[config.mk]
export PLATFORM = sky130hd
export DESIGN_NAME = gpio_cfg_sequencer
export DESIGN_NICKNAME = d
export VERILOG_FILES = /design/src/rtl/gpio_cfg_pkg.sv /design/src/rtl/gpio_cfg_clkdiv.sv /design/src/rtl/gpio_cfg_sequencer.sv
export SDC_FILE = /design/constraint.sdc
export NUM_CORES = 1
export LEC_CHECK = 0
export CORE_MARGIN = 2
export CORE_UTILIZATION = 35
export CTS_CLUSTER_SIZE = 14
export DETAILED_ROUTE_END_ITERATION = 7
export DONT_BUFFER_PORTS = 1
export GPL_TIMING_DRIVEN = 1
export MAX_ROUTING_LAYER = met4
export PLACE_DENSITY = 0.48
export SYNTH_ARGS = -nofsm -noshare
export SYNTH_HDL_FRONTEND = slang
export SYNTH_HIERARCHICAL = 1
export SYNTH_SLANG_ARGS = --single-unit
[constraint.sdc]
create_clock -name mclk -period 4.4 [get_ports mclk]
set_input_delay 0.88 -clock mclk [delete_from_list [all_inputs] [get_ports mclk]]
set_output_delay 0.88 -clock mclk [all_outputs]
set_load 0.05 [all_outputs]
[src/rtl/gpio_cfg_pkg.sv]
// gpio_cfg_pkg
//   Shared definitions for the GPIO pad configuration sequencer:
//   - sequencer state encoding
//   - default per-pad configuration width and reset value
package gpio_cfg_pkg;

    localparam int          GPIO_PAD_CTRL_BITS = 12;
    localparam logic [11:0] GPIO_PAD_DEFAULT   = 12'hC00;

    typedef enum logic [2:0] {
        ST_IDLE     = 3'd0,
        ST_SHIFT_LO = 3'd1,
        ST_SHIFT_HI = 3'd2,
        ST_LOAD     = 3'd3,
        ST_DONE     = 3'd4
    } seq_state_t;

endpackage

[src/rtl/gpio_cfg_clkdiv.sv]
// gpio_cfg_clkdiv
//   Phase counter for the serial chain clock. While enabled it counts
//   CLK_DIV mclk cycles per phase and pulses o_phase_tick on the last
//   cycle of each phase. Disabling it parks the count at zero so every
//   sequence starts on a full phase.
// Ports:
//   i_mclk        system clock
//   i_reset       synchronous active-high reset
//   i_en          count enable (sequencer is in a timed state)
//   o_phase_tick  high on the final mclk cycle of each CLK_DIV phase
module gpio_cfg_clkdiv #(
    parameter int CLK_DIV = 2
) (
    input  logic i_mclk,
    input  logic i_reset,
    input  logic i_en,
    output logic o_phase_tick
);

    localparam int            CW   = (CLK_DIV > 1) ? $clog2(CLK_DIV) : 1;
    localparam logic [CW-1:0] LAST = CW'(CLK_DIV - 1);

    logic [CW-1:0] r_cnt;

    always_ff @(posedge i_mclk) begin
        if (i_reset || !i_en) begin
            r_cnt <= '0;
        end else if (r_cnt == LAST) begin
            r_cnt <= '0;
        end else begin
            r_cnt <= r_cnt + 1'b1;
        end
    end

    assign o_phase_tick = i_en && (r_cnt == LAST);

endmodule

[src/rtl/gpio_cfg_sequencer.sv]
// gpio_cfg_sequencer
//   Holds a shadow copy of every pad's configuration word and, on start,
//   shifts the whole shadow into a serial pad-control chain (last pad
//   first, MSB first), then pulses the chain load strobe.
// Ports:
//   mclk, reset       system clock, synchronous active-high reset
//   cfg_wr_en/addr/data  shadow write port (ignored while busy)
//   cfg_wr_err        one-cycle pulse the cycle after a rejected write
//   start             push the shadow into the chain (accepted in IDLE only)
//   busy, done        sequence in progress / one-cycle end pulse
//   serial_clock, serial_load, serial_data_out  chain head drive
module gpio_cfg_sequencer
    import gpio_cfg_pkg::*;
#(
    parameter int                       NUM_PADS      = 15,
    parameter int                       PAD_CTRL_BITS = GPIO_PAD_CTRL_BITS,
    parameter logic [PAD_CTRL_BITS-1:0] PAD_DEFAULT   = GPIO_PAD_DEFAULT,
    parameter int                       CLK_DIV       = 2,
    localparam int                      AW            = (NUM_PADS > 1) ? $clog2(NUM_PADS) : 1
) (
    input  logic                     mclk,
    input  logic                     reset,
    input  logic                     cfg_wr_en,
    input  logic [AW-1:0]            cfg_wr_addr,
    input  logic [PAD_CTRL_BITS-1:0] cfg_wr_data,
    output logic                     cfg_wr_err,
    input  logic                     start,
    output logic                     busy,
    output logic                     done,
    output logic                     serial_clock,
    output logic                     serial_load,
    output logic                     serial_data_out
);

    localparam int             NB       = NUM_PADS * PAD_CTRL_BITS;
    localparam int             BCW      = $clog2(NB + 1);
    localparam int             FLAT_W   = 1 << BCW;
    localparam logic [BCW-1:0] LAST_BIT = BCW'(NB - 1);
    localparam logic [31:0]    NP32     = NUM_PADS;

    logic [PAD_CTRL_BITS-1:0] r_shadow [NUM_PADS];
    seq_state_t               r_state;
    logic [BCW-1:0]           r_bit_cnt;
    logic                     r_load_half;
    logic                     r_busy;
    logic                     r_done;
    logic                     r_sclk;
    logic                     r_sload;
    logic                     r_sdo;
    logic                     r_wr_err;

    logic [FLAT_W-1:0]        w_flat;
    logic [BCW-1:0]           w_next_cnt;
    logic [BCW-1:0]           w_next_idx;
    logic                     w_addr_ok;
    logic                     w_wr_ok;
    logic                     w_div_en;
    logic                     w_tick;

    // Shadow flattened as {pad N-1, ..., pad 0}: shift order is simply
    // descending bit index. Padded to a power of two so the bit counter
    // indexes it at its natural width.
    genvar g;
    generate
        for (g = 0; g < NUM_PADS; g++) begin : g_flat
            assign w_flat[g*PAD_CTRL_BITS +: PAD_CTRL_BITS] = r_shadow[g];
        end
        if (FLAT_W > NB) begin : g_pad
            assign w_flat[FLAT_W-1:NB] = '0;
        end
    endgenerate

    assign w_next_cnt = r_bit_cnt + 1'b1;
    assign w_next_idx = LAST_BIT - w_next_cnt;
    assign w_addr_ok  = ({{(32-AW){1'b0}}, cfg_wr_addr} < NP32);
    assign w_wr_ok    = cfg_wr_en && !r_busy && w_addr_ok;
    assign w_div_en   = (r_state == ST_SHIFT_LO) || (r_state == ST_SHIFT_HI) ||
                        (r_state == ST_LOAD);

    gpio_cfg_clkdiv #(
        .CLK_DIV (CLK_DIV)
    ) u_clkdiv (
        .i_mclk       (mclk),
        .i_reset      (reset),
        .i_en         (w_div_en),
        .o_phase_tick (w_tick)
    );

    always_ff @(posedge mclk) begin
        if (reset) begin
            for (int p = 0; p < NUM_PADS; p++) r_shadow[p] <= PAD_DEFAULT;
        end else if (w_wr_ok) begin
            for (int p = 0; p < NUM_PADS; p++) begin
                if (cfg_wr_addr == AW'(p)) r_shadow[p] <= cfg_wr_data;
            end
        end
    end

    always_ff @(posedge mclk) begin
        if (reset) r_wr_err <= 1'b0;
        else       r_wr_err <= cfg_wr_en && !w_wr_ok;
    end

    always_ff @(posedge mclk) begin
        if (reset) begin
            r_state     <= ST_IDLE;
            r_bit_cnt   <= '0;
            r_load_half <= 1'b0;
            r_busy      <= 1'b0;
            r_done      <= 1'b0;
            r_sclk      <= 1'b0;
            r_sload     <= 1'b0;
            r_sdo       <= 1'b0;
        end else begin
            unique case (r_state)
                ST_IDLE: begin
                    if (start) begin
                        r_state   <= ST_SHIFT_LO;
                        r_busy    <= 1'b1;
                        r_bit_cnt <= '0;
                        r_sclk    <= 1'b0;
                        r_sdo     <= w_flat[NB-1];
                    end
                end
                ST_SHIFT_LO: begin
                    if (w_tick) begin
                        r_state <= ST_SHIFT_HI;
                        r_sclk  <= 1'b1;
                    end
                end
                ST_SHIFT_HI: begin
                    if (w_tick) begin
                        r_sclk    <= 1'b0;
                        r_bit_cnt <= w_next_cnt;
                        if (r_bit_cnt == LAST_BIT) begin
                            r_state     <= ST_LOAD;
                            r_sload     <= 1'b1;
                            r_load_half <= 1'b0;
                        end else begin
                            // Next bit changes together with the falling edge.
                            r_state <= ST_SHIFT_LO;
                            r_sdo   <= w_flat[w_next_idx];
                        end
                    end
                end
                ST_LOAD: begin
                    // Two phase ticks give the 2*CLK_DIV load pulse.
                    if (w_tick) begin
                        if (r_load_half) begin
                            r_state <= ST_DONE;
                            r_sload <= 1'b0;
                            r_done  <= 1'b1;
                        end else begin
                            r_load_half <= 1'b1;
                        end
                    end
                end
                ST_DONE: begin
                    r_state     <= ST_IDLE;
                    r_done      <= 1'b0;
                    r_busy      <= 1'b0;
                    r_bit_cnt   <= '0;
                    r_load_half <= 1'b0;
                    r_sdo       <= 1'b0;
                end
                default: r_state <= ST_IDLE;
            endcase
        end
    end

    assign cfg_wr_err      = r_wr_err;
    assign busy            = r_busy;
    assign done            = r_done;
    assign serial_clock    = r_sclk;
    assign serial_load     = r_sload;
    assign serial_data_out = r_sdo;

endmodule

After elaboration in Yosys (flattened, before gate mapping)
Memories as Yosys holds them, arrays and structs flattened.
Index checks and enable logic that the tools add are counted.
- add/subtract/negate cells: 3
- order comparisons: 2
- equal/unequal tests: 26
- mux-type cells: 110
- bitwise gates (word level): 15
- reduce and logical (&&, ||, !) cells: 27
- operators by type and width (cell ; count):
    $mux 12 ; 15
    $mux 1 ; 78
    $eq 4x4->1 const B ; 7
    $pmux 8 s3 ; 1
    $eq 4x3->1 const B ; 4
    $mux 8 ; 2
    $mux 3 ; 5
    $or 1x1->1 ; 15
    $pmux 3 s4 ; 1
    $reduce_and 4->1 ; 3
    $reduce_and 5->1 ; 2
    $lt 8x9->1 const B ; 1
    $pmux 1 s3 ; 3
    $reduce_bool 3->1 ; 3
    $add 8x1->8 const B ; 1
    $bmux 1 s8 ; 1
    $eq 4x2->1 const B ; 2
    $eq 8x8->1 const B ; 1
    $ne 2x1->1 const B ; 4
    $sub 8x8->8 const A ; 1
    $eq 3x2->1 const B ; 2
    $ne 2x2->1 const B ; 3
    $pmux 1 s2 ; 3
    $reduce_and 3->1 ; 2
    14 further kinds ; 23
- register bits: 19
- RAM bits: 180
- bits of input ports: 20
- output and inout port bits: 6
- word-level logic and storage cells: 194
- memories kept: 1
- memories (memory ; words ; width ; rd ports ; clocked after Yosys merged registers in ; wr ports ; line ; RTL):
    r_shadow ; 15 ; 12 ; 15 ; 0 ; 15 ; gpio_cfg_sequencer.sv:41 ; logic [PAD_CTRL_BITS-1:0] r_shadow [NUM_PADS];

Logic depth before layout (Yosys ltp)
Gate-level depths: netlist of the first run.
- word-level depth: 7
- gate-level depth with buffers: 14
- gate-level depth less buffers: 11

By module
The synthesis of the first run kept the hierarchy.
- by module, submodules not included (module ; times used ; cells an instance ; area an instance (um^2) ; sequential area each (um^2)):
    gpio_cfg_sequencer ; 1 ; 695 ; 9168.8 ; 5765.5
    gpio_cfg_clkdiv ; 1 ; 3 ; 40.0 ; 20.0

Worst setup path after synthesis of the first run
No wires, ideal clock.
- path kind: register to register
- from: register r_bit_cnt[1]
- to: register r_sdo (netlist: serial_data_out)
- library setup time: 0.060 ns
- arrival time: 3.068 ns
- data required time: 4.340 ns
- slack: 1.272 ns
- cell stages (with the launch flop): 12
- buffers on the path: 1
- clock period less this slack: 3.128 ns
- cell sequence: dfxtp_1 ha_1 xor2_2 inv_1 clkbuf_1 ha_1 xnor2_1 xnor2_2 mux4_2 nor3b_1 o32ai_1 a311o_1
- cells in the longest elaborated chain, start to end: 7
- elaborated cells on any way between the ends: 10
- classes of those cells: add/sub (2); eq/ne (2); mux (5); reduce/logical (1)
- RTL lines (element ; line ; RTL):
    from (decl) ; gpio_cfg_sequencer.sv:43 ; logic [BCW-1:0] r_bit_cnt;
    from (signal assigned) ; gpio_cfg_sequencer.sv:134 ; r_bit_cnt <= w_next_cnt;
    $add 8x1->8 ; gpio_cfg_sequencer.sv:73 ; assign w_next_cnt = r_bit_cnt + 1'b1;
    $sub 8x8->8 ; gpio_cfg_sequencer.sv:74 ; assign w_next_idx = LAST_BIT - w_next_cnt;
    $bmux 1 s8 ; gpio_cfg_sequencer.sv:142 ; r_sdo <= w_flat[w_next_idx];
    $mux 1 (implied by the code) ; gpio_cfg_sequencer.sv:142 ;
    $mux 1 ; gpio_cfg_sequencer.sv:135 ; if (r_bit_cnt == LAST_BIT) begin
    $mux 1 ; gpio_cfg_sequencer.sv:132 ; if (w_tick) begin
    $pmux 1 s3 ; gpio_cfg_sequencer.sv:115 ; unique case (r_state)
    to (signal assigned) ; gpio_cfg_sequencer.sv:122 ; r_sdo <= w_flat[NB-1];
    to (signal assigned) ; gpio_cfg_sequencer.sv:142 ;
    to (decl) ; gpio_cfg_sequencer.sv:49 ; logic r_sdo;
Parallel ways exist; a longest one is shown, timed or not. The select of a mux whose other input is x is not followed.
A chain may end at the register's enable or synchronous reset.

Worst setup path in the final report of the first run
Same ends and word-level chain as after synthesis.

==> results.md, run 1 <==
* Number of distinct library cells after synthesis at 66
* Path type of the worst setup path: reg2reg
* Final Hold Viols at 0
* Placement-stage worst setup slack at 1.180 ns
* Total power divided by cell area at 389.9 mW/mm^2
* Overflow left after global routing at 0
* Kind of cell with the highest combined delay on the critical path: XOR/XNOR gates
* Worst setup skew after layout at ~0.016 ns
* Setup Buffers After CTS at 0
* Die Footprint at 0.02762 mm^2
* Via count of the routed design at 5,540
* Number of max-capacitance violations reported at 0
* Post-synth top area cell: sky130_fd_sc_hd__edfxtp_1
* Standard cell with the maximum stage delay on the critical path: sky130_fd_sc_hd__mux4_2
* Clock insertion delay at the later pin of the skew report at 0.43 ns
* Global-route wire length before repair at 34.96 mm
* Post-Syn Nets at between 700 and 800
* Quantity of hold-fixing buffers added after cts at 0
* Leakage power of the design at 3.228 nW
* Post-Syn Area at 0.009209 mm^2
* Cells along the critical path: ha_2 -> xor2_4 -> inv_1 -> ha_1 -> xnor2_1 -> xnor2_2 -> mux4_2 -> nor3b_1 -> o32ai_1 -> a311o_1
* Delay of the slowest critical-path stage at ~0.57 ns
* Most used standard cell by instance count after synthesis: sky130_fd_sc_hd__edfxtp_1
* Layout-stage area growth over the synthesis result at 9.063%
* Last weighted congestion value of the routability-driven placer at 0.8149
* Core Util, Final at 38.76%
* Final WL at 22.72 mm
* Number of antenna violations at the first check in global routing at 0
* Die height at 166.2 um
* Ranking of synthesized cells by instance count: sky130_fd_sc_hd__edfxtp_1 (180), sky130_fd_sc_hd__nor2_1 (128), sky130_fd_sc_hd__clkbuf_1 (38)
* Number of port buffers at 0
* Fraction of layout instances using a drive strength above 1 at 13.81%
* Area share of the leading cell type in the synthesized netlist at around three fifths
* Vias in the first global route at between 5,000 and 6,000
* Startpoint type of the worst setup path: flop
* FF+latch count, synth at 199
* Clock tree root buffer cell: sky130_fd_sc_hd__clkbuf_16
* Buffers & Inverters on Critical Path at 1
* First-pass DRT Iterations at 5
* Register clock-pin slew on the reported worst setup and hold paths at around 0.070 ns
* Final max-slew violation count at 0
* CP max FO at 12
* Transition time at the pin with the least slew margin at 1.113 ns
* Standard-cell row count at 59
* Leading registers by flop count: r_shadow x180, r_bit_cnt x8, r_state x3
* Num ports at 26
* Wire length per cell at approximately 22 um
* GRT Resource Usage Total at 17.50%
* Share of synthesized area occupied by flip-flops and latches at 62.83%
* Detailed-route vias per instance at 5.415
* Time the worst path needs with I/O delays and setup at 3.289 ns
* Initial Util at 35.54%
* Status: complete, no violations
* DRC violation count after routing at 0
* Worst endpoint required time at 4.78 ns
* Share of the cycle needed by the critical path after routing at between 70% and 80%
* Max FFs per register at 180
* Largest voltage drop on the vdd net at 244.0 uV
* Buffers from clock root to sink, at most at 2
* CTS HTree Levels at 4
* Area after detailed placement at 0.009478 mm^2
* Ranking of synthesized cells by area: sky130_fd_sc_hd__edfxtp_1 (59%), sky130_fd_sc_hd__mux4_2 (8.8%), sky130_fd_sc_hd__nor2_1 (5.2%), sky130_fd_sc_hd__dfxtp_1 (4.1%), sky130_fd_sc_hd__mux2i_1 (2.4%)
* Maximum frequency from static timing analysis at 0.3041 GHz
* Most frequently used flop master after synthesis: sky130_fd_sc_hd__edfxtp_1
* Class of the most critical hold timing path: reg2reg
* Total number of clock tree sinks at 199
* Signal arrival time at the worst endpoint at around 3.7 ns
* Average cell area after synthesis at 13.19 um^2
* Slew headroom at approximately 26%
* Setup slack of the critical path after layout at 1.111 ns
* Final Cell Area at 0.01004 mm^2
* Yosys warning count at 6
* RSZ-0062 raised after global routing: no
* Final net count at 697
* Total of cells resized after clock tree synthesis at 0
* Final number of setup-violating endpoints at 0
* TritonCTS clock tree: done
* Core outline area at roughly 0.026 mm^2
* Die Width at 166.2 um
* Number of nets with antenna violations after detailed routing at 0
* Synthesized instance count at 698
* Reg-to-reg setup timing slack at 1.11 ns
* Accumulated negative setup slack at 0 ns
* Most flops, register: r_shadow
* Drt first-iter violations at 596
* Asr flop ratio synth at 0%
* CTS buffer count at 17
* Estimated wirelength of the detail-placed design at 14.89 mm
* Maximum number of pins on one net before global-route repair at 48
* Setup crit end kind: flop
* Number of enable-type register cells in the synthesized netlist at 180
* Number of inserted filler cells in the final layout at about 2,400
* Ant. Diodes at 0
-- final cells by class --
type	count	area, um^2	share of cell area, %
tap	335	419.2	4.173
multi-input combinational	422	3077	30.63
clock buffer	21	440.4	4.385
inverter	18	67.56	0.6727
clock inverter	11	125.1	1.246
timing repair buffer	17	127.6	1.271
sequential	199	5787	57.62
-- path summary, 6_finish.rpt --
kind | from | to | depth (start not counted)
worst max-delay path | r_bit_cnt[1] | serial_data_out | 10
worst min-delay path | u_clkdiv/r_cnt | u_clkdiv/r_cnt | 1
worst max register to register | r_bit_cnt[1] | serial_data_out | 10
worst min register to register | u_clkdiv/r_cnt | u_clkdiv/r_cnt | 1
-- per-stage QoR --
stage | cells | hold slack, ns | total power [mW]
after floorplan | 698 | 0.4000 | 2.355
after global placement | 991 | 0.4141 | 2.429
after detailed placement | 991 | 0.4194 | 2.436
after CTS | 1023 | 0.4295 | 3.954
after global routing | 1023 | 0.4787 | 4.046
final | 1023 | 0.4236 | 3.916
-- metal layers --
| metal | share of wire, % | global-route usage [%] | vias up |
|---|---|---|---|
| met4 | 1.1 | 3.932 | 0 |
| met5 | 0 | - | - |
| met2 | 48 | 27.04 | 150 |
| met3 | 4.6 | 3.074 | 19 |
| li1 | - | - | 2556 |
| met1 | 47 | 24.33 | 2815 |
-- layout by cell type, fill, tap and decap left out, types with 7 or more instances in the layout --
master	synthesis	routed
sky130_fd_sc_hd__clkbuf_16	0	17
sky130_fd_sc_hd__a31oi_1	7	7
sky130_fd_sc_hd__dfxtp_1	19	18
sky130_fd_sc_hd__nand2_1	31	31
sky130_fd_sc_hd__a21oi_1	19	19
sky130_fd_sc_hd__mux2i_1	22	22
sky130_fd_sc_hd__nor3_1	8	8
sky130_fd_sc_hd__mux4_2	36	36
sky130_fd_sc_hd__nor2_1	128	128
sky130_fd_sc_hd__inv_1	18	18
sky130_fd_sc_hd__buf_4	4	17
sky130_fd_sc_hd__nand3_1	37	37
sky130_fd_sc_hd__o21ai_0	11	11
sky130_fd_sc_hd__nand2b_1	25	25
sky130_fd_sc_hd__edfxtp_1	180	180
-- kinds of logic (layout without fill, tap and decap cells) --
logic type / after synthesis / in the layout / synth area share, %
AO/OA/AOI/OAI: 88 / 88 / 6.698
XOR/XNOR: 6 / 6 / 0.8153
adder cells (fa/ha/maj): 2 / 2 / 0.2717
buffers and inverters: 77 / 67 / 3.913
flip-flops: 199 / 199 / 62.83
multiplexers: 61 / 61 / 12.05
AND/OR/NAND/NOR: 265 / 265 / 13.42
-- report_power, final --
part / internal (mW) / switching (mW) / total, mW / leakage [nW]
sequential: 2.14 / 0.0376 / 2.18 / 1.96
combinational: 0.0609 / 0.152 / 0.213 / 0.997
clock: 0.842 / 0.682 / 1.52 / 0.272
total: 3.04 / 0.872 / 3.92 / 3.23
No activity file was read; power rests on OpenSTA's default activity.
==> inputs of run 2 (changes only) <==
--- a/config.mk
+++ b/config.mk
@@ -12,7 +12,7 @@
 export DONT_BUFFER_PORTS = 1
 export GPL_TIMING_DRIVEN = 1
 export MAX_ROUTING_LAYER = met4
-export PLACE_DENSITY = 0.48
+export PLACE_DENSITY = 0.5
 export SYNTH_ARGS = -nofsm -noshare
 export SYNTH_HDL_FRONTEND = slang
 export SYNTH_HIERARCHICAL = 1
==> constraint.sdc (replaced) <==
create_clock -name mclk -period 2.9 [get_ports mclk]
set_input_delay 0.58 -clock mclk [delete_from_list [all_inputs] [get_ports mclk]]
set_output_delay 0.58 -clock mclk [all_outputs]
set_load 0.05 [all_outputs]
==> run 2 against run 1 <==
- wire length grew 0.27%
- combinational power grew 66%
- sequential cell count is the same
- hold slack lost 0.23 ns
- via count grew 2.7%
- global-route usage shrank 0.25 points
- first-iteration DRC count shrank 28%
- sequential share of layout area shrank 1.6 points
- critical path type unchanged
- critical endpoint unchanged
- highest routed layer unchanged
==> results.md, run 2 (synthesized netlist as in run 1, its figures left out) <==
* Status: complete, no violations (unchanged)
* Core Util, Final at 39.93% (was 38.76%)
* First-pass DRT Iterations at 5 (unchanged)
* Met2 demand-to-capacity share in global routing at 26.84% (was 27.04%)
* Time the worst path needs with I/O delays and setup at 2.740 ns (was 3.289 ns)
* Accumulated negative setup slack at 0 ns (unchanged)
* Final net count at 723 (was 697)
* Global-route wire length before repair at 34.88 mm (was 34.96 mm)
* Number of inserted filler cells in the final layout at 2,415 (was 2,428)
* Total number of clock tree sinks at 199 (unchanged)
* Die Footprint at 0.02762 mm^2 (unchanged)
* Global routing met3 resource utilization at 2.860% (was 3.074%)
* Most flops, register: r_shadow (unchanged)
* Final Cell Area at 0.01035 mm^2 (was 0.01004 mm^2)
* Final max-slew violation count at 0 (unchanged)
* GRT Resource Usage Total at 17.25% (was 17.50%)
* CP max FO at 11 (was 12)
* Final Hold Viols at 0 (unchanged)
* Vias in the first global route at 5,750 (was 5,475)
* Ant. Diodes at 0 (unchanged)
* Standard-cell row count at 59 (unchanged)
* Area after detailed placement at 0.009722 mm^2 (was 0.009478 mm^2)
* Number of nets with antenna violations after detailed routing at 0 (unchanged)
* Estimated wirelength of the detail-placed design at 15.19 mm (was 14.89 mm)
* Final WL at 22.78 mm (was 22.72 mm)
* Leakage power of the design at 3.386 nW (was 3.228 nW)
* Drt first-iter violations at 427 (was 596)
* Grt peak-use layer: met2 (unchanged)
* Placement-stage worst setup slack at 0.1285 ns (was 1.180 ns)
* Total Power Consumption at 6.103 mW (was 3.916 mW)
* Crit path to: serial_data_out (unchanged)
* Die Width at 166.2 um (unchanged)
* Overflow left after global routing at 0 (unchanged)
* Slew headroom at 57.33% (was 25.52%)
* Number of max-capacitance violations reported at 0 (unchanged)
* Setup crit end kind: flop (unchanged)
* Met1 layer usage reported by global route at 23.58% (was 24.33%)
* Length in cells of the worst reg-to-reg path at 10 (unchanged)
* Commonest cells after routing, fill and taps aside: sky130_fd_sc_hd__edfxtp_1 (180), sky130_fd_sc_hd__nor2_1 (128), sky130_fd_sc_hd__buf_4 (40), sky130_fd_sc_hd__nand3_1 (37), sky130_fd_sc_hd__mux4_2 (36) (was sky130_fd_sc_hd__edfxtp_1 (180), sky130_fd_sc_hd__nor2_1 (128), sky130_fd_sc_hd__nand3_1 (37), sky130_fd_sc_hd__mux4_2 (36), sky130_fd_sc_hd__nand2_1 (31))
* Hold slack final at 0.1952 ns (was 0.4236 ns)
* Total power divided by cell area at 589.8 mW/mm^2 (was 389.9 mW/mm^2)
* Via count of the routed design at 5,689 (was 5,540)
* Final number of setup-violating endpoints at 0 (unchanged)
* Clock insertion delay at the later pin of the skew report at 0.44 ns (was 0.43 ns)
* Startpoint type of the worst setup path: flop (unchanged)
* Standard cell with the maximum stage delay on the critical path: sky130_fd_sc_hd__mux4_2 (unchanged)
* Number of antenna violations at the first check in global routing at 1 (was 0)
* Num ports at 26 (unchanged)
* Layout-stage area growth over the synthesis result at 12.36% (was 9.063%)
* Last weighted congestion value of the routability-driven placer at 0.8277 (was 0.8149)
* Initial Util at 35.54% (unchanged)
* CTS HTree Levels at 4 (unchanged)
* Die height at 166.2 um (unchanged)
* Most common cell after layout, fill and taps aside: sky130_fd_sc_hd__edfxtp_1 (unchanged)
* Maximum frequency from static timing analysis at 0.3649 GHz (was 0.3041 GHz)
* Worst setup skew after layout at 0.01287 ns (was 0.01583 ns)
* Capturing point of the worst reg2reg path: serial_data_out (unchanged)
* Detailed-route vias per instance at 5.423 (was 5.415)
* TritonCTS clock tree: done (unchanged)
* Setup slack of the critical path after layout at 0.1595 ns (was 1.111 ns)
* Buffers from clock root to sink, at most at 2 (unchanged)
* Transition time at the pin with the least slew margin at 0.6392 ns (was 1.113 ns)
* CTS buffer count at 17 (unchanged)
* RSZ-0062 raised after global routing: no (unchanged)
* Class of the most critical hold timing path: in2reg (was reg2reg)
* Worst endpoint required time at 3.28 ns (was 4.78 ns)
* Final cell count without fillers at 1,049 (was 1,023)
* Inst Count DP at 1,016 (was 991)
* Largest voltage drop on the vdd net at 376.3 uV (was 244.0 uV)
* Reg-to-reg setup timing slack at 0.16 ns (was 1.11 ns)
* Startpoint of the worst-slack reg-to-reg timing path: r_bit_cnt[0] (was r_bit_cnt[1])
* Fraction of layout instances using a drive strength above 1 at 17.93% (was 13.81%)
* Cells along the critical path: ha_4 -> xor2_4 -> inv_1 -> ha_2 -> xnor2_1 -> xnor2_2 -> mux4_2 -> nor3b_1 -> o32ai_1 -> a311o_1 (was ha_2 -> xor2_4 -> inv_1 -> ha_1 -> xnor2_1 -> xnor2_2 -> mux4_2 -> nor3b_1 -> o32ai_1 -> a311o_1)
* Core outline area at 0.02591 mm^2 (unchanged)
* Share of the cycle needed by the critical path after routing at 94.50% (was 74.74%)
* Clock tree root buffer cell: sky130_fd_sc_hd__clkbuf_16 (unchanged)
* Number of port buffers at 0 (unchanged)
* Origin of the worst setup path: r_bit_cnt[0] (was r_bit_cnt[1])
* Register clock-pin slew on the reported worst setup and hold paths at 0.08 ns (was 0.07 ns)
* DRC violation count after routing at 0 (unchanged)
* Leading registers by flop count: r_shadow x180, r_bit_cnt x8, r_state x3 (unchanged)
* Path type of the worst setup path: reg2reg (unchanged)
* Quantity of hold-fixing buffers added after cts at 0 (unchanged)
* Delay of the slowest critical-path stage at 0.55 ns (was 0.57 ns)
* Signal arrival time at the worst endpoint at 3.12 ns (was 3.66 ns)
* Maximum number of pins on one net before global-route repair at 48 (unchanged)
* Max FFs per register at 180 (unchanged)
* Wire length per cell at 21.71 um (was 22.21 um)
run 2: changes by cell type in the layout (fill, tap and decap cells not counted), sizes merged:
| cell | delta |
|---|---|
| inv | +2 |
| clkbuf | -4 |
| clkinv | +2 |
| buf | +26 |
run 2: area by class of cell:
| type | count | area [um^2] | share of cell area [%] |
|---|---|---|---|
| clock inverter | 15 | 190.2 | 1.838 |
| timing repair buffer | 43 | 360.3 | 3.482 |
| clock buffer | 17 | 425.4 | 4.111 |
| multi-input combinational | 422 | 3092 | 29.88 |
| sequential | 199 | 5793 | 55.99 |
| inverter | 18 | 67.56 | 0.6530 |
| tap | 335 | 419.2 | 4.051 |
run 2: power by group:
group	leakage, nW	switching [mW]	internal, mW
logic	1.13	0.244	0.109
clock network	0.295	1.15	1.31
registers	1.96	0.0448	3.24
total	3.39	1.44	4.66
run 2: per-layer routing:
metal  vias up  wire length (um)
li1       2614                 -
met1      2901             10640
met2       150             10880
met3        24               993
met4         0               257
met5         -                 0
run 2: worst max-delay path, delay by kind of cell, from the launching register on:
kind | cells | cell delay [ns]
fa+ha+maj | 2 | 0.40
flops | 1 | 0.43
xor+xnor | 3 | 0.65
mux | 1 | 0.55
simple gates | 1 | 0.15
buf+inv | 1 | 0.08
compound gates | 2 | 0.42
run 2: worst min-delay path by stage:
| stage | from | endpoint | slack, ns | cells after the start |
|---|---|---|---|---|
| 2_1_floorplan | u_clkdiv/r_cnt | u_clkdiv/r_cnt | 0.40 | 1 |
| 3_3_place_gp | u_clkdiv/r_cnt | u_clkdiv/r_cnt | 0.41 | 1 |
| 3_5_place_dp | u_clkdiv/r_cnt | u_clkdiv/r_cnt | 0.42 | 1 |
| 4_1_cts | reset | serial_load | 0.18 | 1 |
| 5_1_grt | reset | u_clkdiv/r_cnt | 0.18 | 1 |
| 6_report | reset | serial_load | 0.20 | 1 |
run 2: what timing repair did:
action,in CTS,in global routing
gates resized for setup,0,1
setup buffers,0,1
hold endpoints to repair,0,0
endpoints found under the setup margin,0,1
==> inputs of run 3 (changes only) <==
--- a/config.mk
+++ b/config.mk
@@ -5,7 +5,7 @@
 export SDC_FILE = /design/constraint.sdc
 export NUM_CORES = 1
 export LEC_CHECK = 0
-export CORE_MARGIN = 2
+export CORE_MARGIN = 4
 export CORE_UTILIZATION = 35
 export CTS_CLUSTER_SIZE = 14
 export DETAILED_ROUTE_END_ITERATION = 7
@@ -13,6 +13,7 @@
 export GPL_TIMING_DRIVEN = 1
 export MAX_ROUTING_LAYER = met4
 export PLACE_DENSITY = 0.5
+export REMOVE_ABC_BUFFERS = 1
 export SYNTH_ARGS = -nofsm -noshare
 export SYNTH_HDL_FRONTEND = slang
 export SYNTH_HIERARCHICAL = 1
==> run 3 against run 2 <==
- sequential power about the same
- maximum frequency down 0.52%
- total power down 0.37%
- core utilization about the same
- sequential share of layout area down 0.27 points
- critical endpoint unchanged
==> results.md, run 3 (synthesized netlist as in run 1, its figures left out) <==
* Clock tree root buffer cell: sky130_fd_sc_hd__clkbuf_16 (unchanged)
* Max FFs per register at 180 (unchanged)
* Vias in the first global route at 5,728 (was 5,750)
* Length in cells of the worst reg-to-reg path at 9 (was 10)
* CP max FO at 15 (was 11)
* Most common cell after layout, fill and taps aside: sky130_fd_sc_hd__edfxtp_1 (unchanged)
* Status: complete, no violations (unchanged)
* Commonest cells after routing, fill and taps aside: sky130_fd_sc_hd__edfxtp_1 (180), sky130_fd_sc_hd__nor2_1 (128), sky130_fd_sc_hd__nand3_1 (37), sky130_fd_sc_hd__buf_4 (37), sky130_fd_sc_hd__mux4_2 (36) (was sky130_fd_sc_hd__edfxtp_1 (180), sky130_fd_sc_hd__nor2_1 (128), sky130_fd_sc_hd__buf_4 (40), sky130_fd_sc_hd__nand3_1 (37), sky130_fd_sc_hd__mux4_2 (36))
* Setup Buffers After CTS at 0 (unchanged)
* Final max-slew violation count at 0 (unchanged)
* Final number of setup-violating endpoints at 0 (unchanged)
* Total number of clock tree sinks at 199 (unchanged)
* Clock insertion delay at the later pin of the skew report at 0.45 ns (was 0.44 ns)
* CTS buffer count at 17 (unchanged)
* Register clock-pin slew on the reported worst setup and hold paths at 0.08 ns (about the same)
* Estimated wirelength of the detail-placed design at 14.62 mm (was 15.19 mm)
* Slew headroom at 43.42% (was 57.33%)
* Num ports at 26 (unchanged)
* Wire length per cell at 21.49 um (was 21.71 um)
* GRT Resource Usage Total at 16.45% (was 17.25%)
* Largest voltage drop on the vdd net at 346.3 uV (was 376.3 uV)
* Via count of the routed design at 5,720 (was 5,689)
* Total power divided by cell area at 585.4 mW/mm^2 (was 589.8 mW/mm^2)
* RSZ-0062 raised after global routing: no (unchanged)
* Inst Count DP at 1,017 (was 1,016)
* Number of antenna violations at the first check in global routing at 2 (was 1)
* Maximum number of pins on one net before global-route repair at 54 (was 48)
* TritonCTS clock tree: done (unchanged)
* Final cell count without fillers at 1,051 (was 1,049)
* First-pass DRT Iterations at 5 (unchanged)
* Setup crit end kind: flop (unchanged)
* Crit path to: serial_data_out (unchanged)
* Origin of the worst setup path: r_bit_cnt[0] (unchanged)
* Overflow left after global routing at 0 (unchanged)
* Startpoint type of the worst setup path: flop (unchanged)
* Time the worst path needs with I/O delays and setup at 2.755 ns (was 2.740 ns)
* Number of inserted filler cells in the final layout at 2,427 (was 2,415)
* Signal arrival time at the worst endpoint at 3.07 ns (was 3.12 ns)
* Layout-stage area growth over the synthesis result at 12.79% (was 12.36%)
* Delay of the slowest critical-path stage at 0.55 ns (about the same)
* Detailed-route vias per instance at 5.442 (was 5.423)
* Global-route wire length before repair at 34.29 mm (was 34.88 mm)
* Die height at 170.2 um (was 166.2 um)
* Die Footprint at 0.02897 mm^2 (was 0.02762 mm^2)
* Last weighted congestion value of the routability-driven placer at 0.8033 (was 0.8277)
* Quantity of hold-fixing buffers added after cts at 0 (unchanged)
* Die Width at 170.2 um (was 166.2 um)
* Path type of the worst setup path: reg2reg (unchanged)
* Core outline area at 0.02598 mm^2 (was 0.02591 mm^2)
* Leading registers by flop count: r_shadow x180, r_bit_cnt x8, r_state x3 (unchanged)
* Leakage power of the design at 3.401 nW (was 3.386 nW)
* Worst Hold Path Cells at 1 (unchanged)
* Standard cell with the maximum stage delay on the critical path: sky130_fd_sc_hd__ha_2 (was sky130_fd_sc_hd__mux4_2)
* Most flops, register: r_shadow (unchanged)
* Initial Util at 35.44% (was 35.54%)
* Buffers & Inverters on Critical Path at 2 (was 1)
* Number of nets with antenna violations after detailed routing at 0 (unchanged)
* Cells along the critical path: ha_2 -> buf_12 -> buf_4 -> mux4_1 -> mux2i_1 -> mux4_2 -> nor3b_1 -> o32ai_1 -> a311o_1 (was ha_4 -> xor2_4 -> inv_1 -> ha_2 -> xnor2_1 -> xnor2_2 -> mux4_2 -> nor3b_1 -> o32ai_1 -> a311o_1)
* Worst setup skew after layout at 0.01607 ns (was 0.01287 ns)
* Capturing point of the worst reg2reg path: serial_data_out (unchanged)
* Total Power Consumption at 6.080 mW (was 6.103 mW)
* Number of max-capacitance violations reported at 0 (unchanged)
* Startpoint of the worst-slack reg-to-reg timing path: r_bit_cnt[0] (unchanged)
* Share of the cycle needed by the critical path after routing at 94.99% (was 94.50%)
* Transition time at the pin with the least slew margin at 0.8486 ns (was 0.6392 ns)
* Worst endpoint required time at 3.22 ns (was 3.28 ns)
* Buffers from clock root to sink, at most at 2 (unchanged)
* Fraction of layout instances using a drive strength above 1 at 17.51% (was 17.93%)
* Total number of cells along the worst setup path at 9 (was 10)
* Class of the most critical hold timing path: in2reg (unchanged)
* Maximum frequency from static timing analysis at 0.3630 GHz (was 0.3649 GHz)
* DRC violation count after routing at 0 (unchanged)
* Final WL at 22.58 mm (was 22.78 mm)
* Standard-cell row count at 59 (unchanged)
* Kind of cell with the highest combined delay on the critical path: multiplexers (was XOR/XNOR gates)
* Number of port buffers at 0 (unchanged)
* Reg-to-reg setup timing slack at 0.15 ns (was 0.16 ns)
* Hold slack final at 0.2207 ns (was 0.1952 ns)
* CTS HTree Levels at 4 (unchanged)
* Final Hold Viols at 0 (unchanged)
* Drt first-iter violations at 705 (was 427)
* Final net count at 723 (unchanged)
==> run 3: routing by layer <==
metal  part of all wire (%)  vias up  global-route usage (%)  wire, um
met2                     48      169                   25.10     10870
li1                       -     2613                       -         -
met3                    6.2       19                   4.855      1409
met5                      0        -                       -         0
met4                    1.1        0                   3.785       253
met1                     44     2919                   21.93     10040
==> run 3: worst reg2reg max path, cell delays in order, from the launching register on <==
cell                      delay (ns)
sky130_fd_sc_hd__dfxtp_2        0.35
sky130_fd_sc_hd__ha_2           0.56
sky130_fd_sc_hd__buf_12         0.22
sky130_fd_sc_hd__buf_4          0.18
sky130_fd_sc_hd__mux4_1         0.32
sky130_fd_sc_hd__mux2i_1        0.19
sky130_fd_sc_hd__mux4_2         0.25
sky130_fd_sc_hd__nor3b_1        0.18
sky130_fd_sc_hd__o32ai_1        0.12
sky130_fd_sc_hd__a311o_1        0.28
==> run 3: area by class of cell <==
type / count / area (um^2) / share of cell area (%)
antenna: 2 / 5.005 / 0.04819
clock inverter: 15 / 193.9 / 1.867
clock buffer: 17 / 425.4 / 4.096
timing repair buffer: 43 / 397.9 / 3.831
tap: 335 / 419.2 / 4.036
inverter: 18 / 67.56 / 0.6505
sequential: 199 / 5787 / 55.72
multi-input combinational: 422 / 3090 / 29.76
==> run 3: timing repair <==
action,CTS,global route
hold endpoints to repair,0,0
resized for setup,0,2
setup endpoints to repair,0,1
==> run 3: worst min-delay path by stage <==
stage               slack, ns             end            from
finish                   0.22      cfg_wr_err           reset
CTS                      0.19    r_bit_cnt[0]           reset
floorplan                0.40  u_clkdiv/r_cnt  u_clkdiv/r_cnt
global placement         0.41  u_clkdiv/r_cnt  u_clkdiv/r_cnt
global route             0.20      cfg_wr_err           reset
detailed placement       0.41  u_clkdiv/r_cnt  u_clkdiv/r_cnt
==> run 3: power breakdown <==
part	switching, mW	internal [mW]
clock network	1.25	1.19
logic	0.242	0.108
registers	0.0469	3.25
==> run 3: stage by stage <==
stage               cell area [um^2]  util, %  TNS, ns  worst slack [ns]
floorplan                       8916        -   -5.024            -2.813
global placement                9748    37.51        0            0.1695
detailed placement              9748    37.51        0            0.1257
CTS                            10370    39.90        0            0.1027
global route                   10390    39.97        0           0.01691
finish                         10390    39.97        0            0.1452
